**config.mk**
```make
export PLATFORM = sky130hd
export DESIGN_NAME = muldiv_unit
export DESIGN_NICKNAME = d
export VERILOG_FILES = /design/src/rtl/muldiv_pkg.sv /design/src/rtl/muldiv_div_core.sv /design/src/rtl/muldiv_unit.sv
export SDC_FILE = /design/constraint.sdc
export NUM_CORES = 2
export LEC_CHECK = 0
export ABC_AREA = 1
export CAP_MARGIN = 0
export CORE_ASPECT_RATIO = 0.9
export CORE_MARGIN = 10
export CORE_UTILIZATION = 40
export DETAILED_ROUTE_END_ITERATION = 10
export PLACE_DENSITY_LB_ADDON = 0.2
export SKIP_CTS_REPAIR_TIMING = 1
export SLEW_MARGIN = 20
export SYNTH_ARGS = -nofsm -noshare
export SYNTH_HDL_FRONTEND = slang
export SYNTH_HIERARCHICAL = 1
export SYNTH_SLANG_ARGS = --single-unit
```
**constraint.sdc**
```tcl
create_clock -name CPU_clk -period 14.8 [get_ports CPU_clk]
set_input_delay 2.96 -clock CPU_clk [delete_from_list [all_inputs] [get_ports CPU_clk]]
set_output_delay 2.96 -clock CPU_clk [all_outputs]
set_load 0.01 [all_outputs]
```
**src/rtl/muldiv_pkg.sv**
```systemverilog
// -----------------------------------------------------------------------------
// muldiv_pkg
// Shared definitions for the RV32M multiply/divide unit: funct3 operation
// encodings, the M-extension funct7 value used by the decoder, and the
// control FSM state encoding.
// -----------------------------------------------------------------------------
package muldiv_pkg;

    // funct3 encodings for OP (0110011) with funct7 = 0000001
    localparam logic [2:0] F3_MUL    = 3'b000;
    localparam logic [2:0] F3_MULH   = 3'b001;
    localparam logic [2:0] F3_MULHSU = 3'b010;
    localparam logic [2:0] F3_MULHU  = 3'b011;
    localparam logic [2:0] F3_DIV    = 3'b100;
    localparam logic [2:0] F3_DIVU   = 3'b101;
    localparam logic [2:0] F3_REM    = 3'b110;
    localparam logic [2:0] F3_REMU   = 3'b111;

    // funct7 that marks an M-extension instruction
    localparam logic [6:0] FUNCT7_MEXT = 7'b0000001;

    typedef enum logic [1:0] {
        IDLE = 2'd0,
        MUL  = 2'd1,
        DIV  = 2'd2,
        DONE = 2'd3
    } state_t;

endpackage

```
**src/rtl/muldiv_div_core.sv**
```systemverilog
// -----------------------------------------------------------------------------
// muldiv_div_core
// Iterative restoring divider on unsigned magnitudes, one quotient bit per
// step. The caller loads magnitudes, then asserts step for WIDTH cycles;
// last is high during the final step. quo_next/rem_next are the values this
// step produces, so the caller can register the final result in the same
// cycle that last is high.
//
// Ports:
//   CPU_clk, CPU_rst_n   clock, asynchronous active-low reset
//   load                 capture dividend/divisor, clear remainder, arm counter
//   step                 perform one shift/trial-subtract iteration
//   dividend, divisor    unsigned magnitudes (sampled on load)
//   quo_next, rem_next   quotient/remainder after the current step
//   last                 counter has reached 0 (final iteration)
// -----------------------------------------------------------------------------
module muldiv_div_core #(
    parameter int WIDTH = 32
) (
    input  logic             CPU_clk,
    input  logic             CPU_rst_n,
    input  logic             load,
    input  logic             step,
    input  logic [WIDTH-1:0] dividend,
    input  logic [WIDTH-1:0] divisor,
    output logic [WIDTH-1:0] quo_next,
    output logic [WIDTH-1:0] rem_next,
    output logic             last
);

    localparam int CW = $clog2(WIDTH);

    logic [WIDTH-1:0] rem_q;
    logic [WIDTH-1:0] quo_q;
    logic [WIDTH-1:0] dvs_q;
    logic [CW-1:0]    cnt_q;

    // The partial remainder stays below the divisor, so it fits in WIDTH bits;
    // only the shifted value needs the extra bit for the trial subtract.
    logic [WIDTH:0] shifted;
    logic [WIDTH:0] diff;
    logic           fits;

    assign shifted  = {rem_q, quo_q[WIDTH-1]};
    assign diff     = shifted - {1'b0, dvs_q};
    assign fits     = ~diff[WIDTH];
    assign rem_next = fits ? diff[WIDTH-1:0] : shifted[WIDTH-1:0];
    assign quo_next = {quo_q[WIDTH-2:0], fits};
    assign last     = (cnt_q == '0);

    always_ff @(posedge CPU_clk or negedge CPU_rst_n) begin
        if (!CPU_rst_n) begin
            rem_q <= '0;
            quo_q <= '0;
            dvs_q <= '0;
            cnt_q <= '0;
        end else if (load) begin
            rem_q <= '0;
            quo_q <= dividend;
            dvs_q <= divisor;
            cnt_q <= CW'(WIDTH - 1);
        end else if (step) begin
            rem_q <= rem_next;
            quo_q <= quo_next;
            if (!last) begin
                cnt_q <= cnt_q - 1'b1;
            end
        end
    end

endmodule

```
**src/rtl/muldiv_unit.sv**
```systemverilog
// -----------------------------------------------------------------------------
// muldiv_unit
// Multi-cycle RV32M multiply/divide unit. Captures the operation on Start in
// IDLE, then: multiplies in one cycle, or divides iteratively (WIDTH cycles),
// or resolves divide-by-zero / signed overflow immediately. Result is held
// until the next operation; Done pulses for one cycle when it is valid.
//
// Handshake: Start is a level from the decoder. It is sampled only in IDLE;
// once captured, operands and Funct3 may change freely. Done is a one-cycle
// pulse in which the CPU writes Result back. Stall = Start & ~Done freezes
// the PC and RegWrite from the Start cycle up to (not including) Done.
//
// Ports:
//   CPU_clk, CPU_rst_n   clock, asynchronous active-low reset
//   Start                decoded instruction is M-type
//   Funct3               operation select
//   OperandA, OperandB   rs1 / rs2 values
//   Result               registered result, valid while Done
//   Done                 one-cycle completion pulse
//   Busy                 high in every state except IDLE
//   Stall                combinational datapath hold
//   DbgState             current FSM state
// -----------------------------------------------------------------------------
module muldiv_unit
    import muldiv_pkg::*;
#(
    parameter int WIDTH = 32
) (
    input  logic             CPU_clk,
    input  logic             CPU_rst_n,
    input  logic             Start,
    input  logic [2:0]       Funct3,
    input  logic [WIDTH-1:0] OperandA,
    input  logic [WIDTH-1:0] OperandB,
    output logic [WIDTH-1:0] Result,
    output logic             Done,
    output logic             Busy,
    output logic             Stall,
    output state_t           DbgState
);

    state_t           state;
    logic [2:0]       f3_q;
    logic [WIDTH-1:0] a_q;
    logic [WIDTH-1:0] b_q;
    logic             quo_neg_q;
    logic             rem_neg_q;

    // ---------------- capture-time decode ----------------
    logic             signed_div;
    logic             a_neg;
    logic             b_neg;
    logic             div_by_zero;
    logic             div_overflow;
    logic [WIDTH-1:0] dividend_mag;
    logic [WIDTH-1:0] divisor_mag;
    logic             div_load;
    logic             div_step;

    // funct3[0]=0 selects the signed DIV/REM variants
    assign signed_div   = ~Funct3[0];
    assign a_neg        = signed_div & OperandA[WIDTH-1];
    assign b_neg        = signed_div & OperandB[WIDTH-1];
    assign div_by_zero  = (OperandB == '0);
    assign div_overflow = signed_div && (OperandA == {1'b1, {(WIDTH-1){1'b0}}})
                          && (OperandB == '1);
    assign dividend_mag = a_neg ? -OperandA : OperandA;
    assign divisor_mag  = b_neg ? -OperandB : OperandB;
    assign div_load     = (state == IDLE) && Start && Funct3[2]
                          && !div_by_zero && !div_overflow;
    assign div_step     = (state == DIV);

    // ---------------- multiplier ----------------
    // Extending to 2*WIDTH and truncating the product is equivalent to the
    // 33-bit extended multiply for the bits we keep.
    logic                      mul_a_sign;
    logic                      mul_b_sign;
    logic signed [2*WIDTH-1:0] mul_a;
    logic signed [2*WIDTH-1:0] mul_b;
    logic signed [2*WIDTH-1:0] product;

    assign mul_a_sign = ((f3_q == F3_MULH) || (f3_q == F3_MULHSU)) & a_q[WIDTH-1];
    assign mul_b_sign = (f3_q == F3_MULH) & b_q[WIDTH-1];
    assign mul_a      = {{WIDTH{mul_a_sign}}, a_q};
    assign mul_b      = {{WIDTH{mul_b_sign}}, b_q};
    assign product    = mul_a * mul_b;

    // ---------------- divider ----------------
    logic [WIDTH-1:0] quo_next;
    logic [WIDTH-1:0] rem_next;
    logic             div_last;
    logic [WIDTH-1:0] quo_fixed;
    logic [WIDTH-1:0] rem_fixed;

    muldiv_div_core #(.WIDTH(WIDTH)) u_div_core (
        .CPU_clk   (CPU_clk),
        .CPU_rst_n (CPU_rst_n),
        .load      (div_load),
        .step      (div_step),
        .dividend  (dividend_mag),
        .divisor   (divisor_mag),
        .quo_next  (quo_next),
        .rem_next  (rem_next),
        .last      (div_last)
    );

    // quotient negative when operand signs differ; remainder follows dividend
    assign quo_fixed = quo_neg_q ? -quo_next : quo_next;
    assign rem_fixed = rem_neg_q ? -rem_next : rem_next;

    // ---------------- control FSM ----------------
    always_ff @(posedge CPU_clk or negedge CPU_rst_n) begin
        if (!CPU_rst_n) begin
            state     <= IDLE;
            f3_q      <= '0;
            a_q       <= '0;
            b_q       <= '0;
            quo_neg_q <= 1'b0;
            rem_neg_q <= 1'b0;
            Result    <= '0;
            Done      <= 1'b0;
            Busy      <= 1'b0;
        end else begin
            case (state)
                IDLE: begin
                    if (Start) begin
                        f3_q      <= Funct3;
                        a_q       <= OperandA;
                        b_q       <= OperandB;
                        quo_neg_q <= a_neg ^ b_neg;
                        rem_neg_q <= a_neg;
                        Busy      <= 1'b1;
                        if (!Funct3[2]) begin
                            state <= MUL;
                        end else if (div_by_zero) begin
                            // funct3[1]=1 selects REM/REMU
                            Result <= Funct3[1] ? OperandA : '1;
                            Done   <= 1'b1;
                            state  <= DONE;
                        end else if (div_overflow) begin
                            Result <= Funct3[1] ? '0 : {1'b1, {(WIDTH-1){1'b0}}};
                            Done   <= 1'b1;
                            state  <= DONE;
                        end else begin
                            state <= DIV;
                        end
                    end
                end
                MUL: begin
                    Result <= (f3_q == F3_MUL) ? product[WIDTH-1:0]
                                               : product[2*WIDTH-1:WIDTH];
                    Done   <= 1'b1;
                    state  <= DONE;
                end
                DIV: begin
                    if (div_last) begin
                        Result <= f3_q[1] ? rem_fixed : quo_fixed;
                        Done   <= 1'b1;
                        state  <= DONE;
                    end
                end
                DONE: begin
                    Done  <= 1'b0;
                    Busy  <= 1'b0;
                    state <= IDLE;
                end
                default: begin
                    state <= IDLE;
                end
            endcase
        end
    end

    assign Stall    = Start & ~Done;
    assign DbgState = state;

endmodule

```
Word-level counts from Yosys, hierarchy flattened --
Index checks and enable logic that the tools add are counted. W data, S select, Z words.
Storage, ports and cells: input port bits 70, register bits after elaboration 206, output and inout bits 37
Cells by class: bitwise logic cells 9, reduce and logical (&&, ||, !) cells 22, multiply operators 1, multiplexer cells 36, $add $sub $neg 6, equality and inequality tests 12
Operator list (count):
- $mux W32 | 18
- $neg A32 Y32 | 4
- $pmux W32 S3 | 1
- $eq A32 B32 Y1 const B | 2
- $mul A33 B33 Y64 | 1
- $sub A33 B32 Y33 | 1
- $logic_not A32 Y1 | 1
- $mux W5 | 3
- $mux W1 | 8
- $pmux W2 S4 | 1
- $reduce_and A2 Y1 | 4
- $logic_and A1 B1 Y1 | 6
- $mux W2 | 3
- $ne A2 B2 Y1 const B | 3
- $and A1 B1 Y1 | 5
- $logic_not A5 Y1 | 1
- $reduce_and A5 Y1 | 1
- $sub A5 B1 Y5 const B | 1
- $eq A2 B2 Y1 const B | 2
- $pmux W1 S4 | 1
- $reduce_and A4 Y1 | 1
- $reduce_bool A2 Y1 | 2
- $eq A3 B1 Y1 const B | 1
- $eq A3 B2 Y1 const B | 1
- 11 further kinds | 14

Longest topological paths before layout --
depth after elaboration 8, depth in mapped cells 39, gate-level depth less buffers 38

Hierarchy --
Netlist, hierarchy kept.
Modules (own cells, without submodules):
- muldiv_unit | sequential area each 2627.5 µm², cells an instance 6451, area an instance 48637.9 µm², times used 1
- muldiv_div_core | sequential area each 2527.4 µm², cells an instance 1169, area an instance 7561.0 µm², times used 1

Worst setup path after synthesis --
Ideal clock, no wire load.
kind flip-flop to flip-flop, from reg f3_q[1], to reg Result[29], data required time 14684 ps, buffers on the path 2, cell stages (with the launch flop) 34, arrival 7756 ps, slack 6928 ps, period minus slack after synthesis 7872 ps, cell sequence dfrtp_1 > buf_2 > inv_4 > nand3_2 > nand2_4 > nand2_1 > inv_1 > clkbuf_1 > nand2_1 > fa_1 > fa_1 > fa_1 > inv_1 > fa_1 > fa_1 > fa_1 > fa_1 > inv_1 > fa_1 > inv_1 > ha_1 > nand2_1 > nor2_1 > inv_1 > nor3_1 > nand2_1 > nor3_1 > nand2_1 > nand3_1 > nand2_1 > o21ai_0 > nand2_1 > nand2_1 > nand2_1
Between the ends: cells in the longest elaborated chain, start to end 6, elaborated cells on any way between the ends 11
Ends and longest elaborated chain:
- start: declaration | RTL line muldiv_unit.sv:43 | logic [2:0] f3_q;
- start signal: assignment | RTL line muldiv_unit.sv:127 | f3_q <= Funct3;
- $eq A3 B1 Y1 or $eq A3 B2 Y1 (tied branches) | RTL line muldiv_unit.sv:82, muldiv_unit.sv:83
- $logic_or A1 B1 Y1 | RTL line muldiv_unit.sv:82 | assign mul_a_sign = ((f3_q == F3_MULH) || (f3_q == F3_MULHSU)) & a_q[WIDTH-1];
- $and A1 B1 Y1 | RTL line muldiv_unit.sv:82
- $mul A33 B33 Y64 | RTL line muldiv_unit.sv:86 | assign product = mul_a * mul_b;
- $mux W32 | RTL line muldiv_unit.sv:150 | Result <= (f3_q == F3_MUL) ? product[WIDTH-1:0]
- $pmux W32 S3 * | RTL line muldiv_unit.sv:124 | case (state)
- end signal: assignment | RTL line muldiv_unit.sv:137 | Result <= Funct3[1] ? OperandA : '1;
- end signal: assignment | RTL line muldiv_unit.sv:150
- end signal: assignment | RTL line muldiv_unit.sv:157 | Result <= f3_q[1] ? rem_fixed : quo_fixed;
- end: declaration | RTL line muldiv_unit.sv:35 | output logic [WIDTH-1:0] Result,
Mark *: on every way between the ends. The rest lies on a longest branch, timed or not. The select of a mux whose other input is x is not followed. A chain may end at the register's enable or synchronous reset.

Worst setup path in the final report --
from reg f3_q[1], to reg Result[20]
Same word-level chain as after synthesis.

==> metrics <==
Worst path slowest cell=fa_2; synthesis-to-finish area growth=5.907%; Antenna Nets Post-Route=0; DIE HEIGHT=375.6 microns; Post-synth EDFFs=0; Async SR Flop Fraction=between 90% and 100%; CP Max Fanout=37; layout cell share with drive strength beyond 1=3.173%; Routed WL=slightly below 200000 microns; Primary FF master, synth=dfrtp_1; initial antenna violation count=4; Syn. warnings=6; CP Class=reg -> reg; vias in the first global route=a little under 50k; number of max-cap violations=0; Num CTS Buffers=26; largest net degree at the start of global routing=83; final setup fails=0; Max Slew Vio Count=0; CTS tree=done; hold path cells=2; FMAX=0.1025 GHz; first-pass iteration count of the detailed router=5; H-tree depth=1; cells after synthesis=7620; row count=130; Total Nets Final=between 8k and 9k; most used cell, CP=inv_1; CP peak stage delay=0.68 ns; Synth area leader=fa_1; maximum clock path buffer count=3; setup_tns=0 ns; Worst setup SP type=flop; PortBufs=106; core area=139600 sq um; Cell Area, Synth=56200 sq um; crit end category=flop; Final Critical Period=9.753 ns; syn_nets=9071; Synth top cells by count=nand2_1 (2125), inv_1 (2025), fa_1 (1126); routed length per instance=21.00 microns; Total Routing Usage GR=25.10%; initial drt markers=4007; status=completed; number of remaining DRC errors=0; first-pass GRT wire length=303500 microns; crit path DAT=10.21 ns; DR vias/cell=5.075; sequential share of the synthesized area=9.173%; Hold Path Class=reg -> reg; slew margin rel.=between 20% and 30%; starting density of the core=40.27%; die outline area=155900 sq um; grt total ovfl=0; Worst-Margin Slew=1.184 ns; most common cell in the netlist=nand2_1; final hold violations=0; Synth top area share=between 40% and 50%; skew final=0.05266 ns; number of I/O pins=107; vias=47.30k; top post-synthesis cells by area=fa_1 (40%), nand2_1 (14%), inv_1 (14%); Worst R2R Path Depth=33; number of synthesized register bits=206; CTS Root Cell=clkbuf_16; final worst path period share=65.90%; mean post-synth cell area=7.375 sq um; Clock Sinks=206; Die W=about 420 microns; WP data required=15.26 ns; Clock Latency Late Sink=0.59 ns; DP HPWL=162800 microns; synth unique cells=52; gpl congestion=around 1.0; unrepaired setup endpoints after global routing=false; Worst-path clk slew=0.08 ns
## cell families after synthesis
logic type      share of synthesized area (%)
simple gates                            21.75
buf+inv                                 16.51
fa+ha+maj                               45.79
compound gates                          5.383
flops                                   9.173
xor+xnor                                1.403
## cell usage in the layout (no fill, tap or decap), drive strengths merged, types with 35 or more instances in the layout
cell / synthesis / layout
clkdlybuf4s50: 0 / 105
dfrtp: 206 / 206
nor3: 81 / 81
nand2: 2144 / 2144
ha: 255 / 255
a21oi: 178 / 178
buf: 52 / 84
nand4: 48 / 48
xor2: 69 / 69
inv: 2037 / 2038
nand3: 257 / 257
nor2: 373 / 373
fa: 1126 / 1126
o21ai: 269 / 269
clkbuf: 331 / 35
## area by class of cell
class / count / area, sq um
fillers: 14580 / 80040
multi-input cells: 4993 / 41790
inverters: 2038 / 7652
flip-flops and latches: 206 / 5157
well taps: 1848 / 2312
repair buffers: 189 / 1693
clock buffers: 35 / 724.4
clock inverters: 9 / 187.7
diodes: 2 / 5.005
## routing by layer
| layer | part of all wire, % | global-route usage [%] |
|---|---|---|
| met4 | 2.3 | 4.908 |
| met1 | 47 | 37.44 |
| met2 | 44 | 38.98 |
| met3 | 7.0 | 3.215 |
| met5 | 0.0066 | 0 |
## worst paths after layout
path	from	to	slack, ns
max in group asynchronous	CPU_rst_n	b_q[13]	11.00
min in group asynchronous	CPU_rst_n	u_div_core/quo_q[2]	2.37
setup / recovery	f3_q[1]	Result[20]	5.05
hold / removal	Result[8]	Result[8]	0.49
setup reg to reg	f3_q[1]	Result[20]	5.05
hold reg to reg	Result[8]	Result[8]	0.49
## sequential cells by signal, indices dropped and copies added, names as in the netlist
signal            count
u_div_core/quo_q     32
Result               32
u_div_core/rem_q     32
a_q                  32
quo_neg_q             1
u_div_core/dvs_q     32
b_q                  32
f3_q                  3
u_div_core/cnt_q      5
DbgState              2
rem_neg_q             1
Done                  1
Busy                  1
## stage by stage
step | std cells | util, % | hold slack, ns | worst slack [ns] | instance area [sq um]
after detailed placement | 9274 | 41.99 | 0.4716 | 5.018 | 58600
after floorplan | 7620 | - | 0.4459 | 6.928 | 56200
after global placement | 9274 | 41.99 | 0.4628 | 4.915 | 58590
after global routing | 9318 | 42.64 | 0.5051 | 4.439 | 59510
final | 9320 | 42.65 | 0.4852 | 5.047 | 59520
after CTS | 9318 | 42.64 | 0.4885 | 5.026 | 59510
## critical path: cells and delay by family, from the launching register on
kind / cells / cell delay (ns)
AND/OR/NAND/NOR: 15 / 2.42
flip-flops: 1 / 0.40
buffers and inverters: 9 / 1.93
adder cells (fa/ha/maj): 9 / 4.91
Power is not shown: default switching activity piles up to over one toggle a cycle in this logic, so the estimate is an artifact.
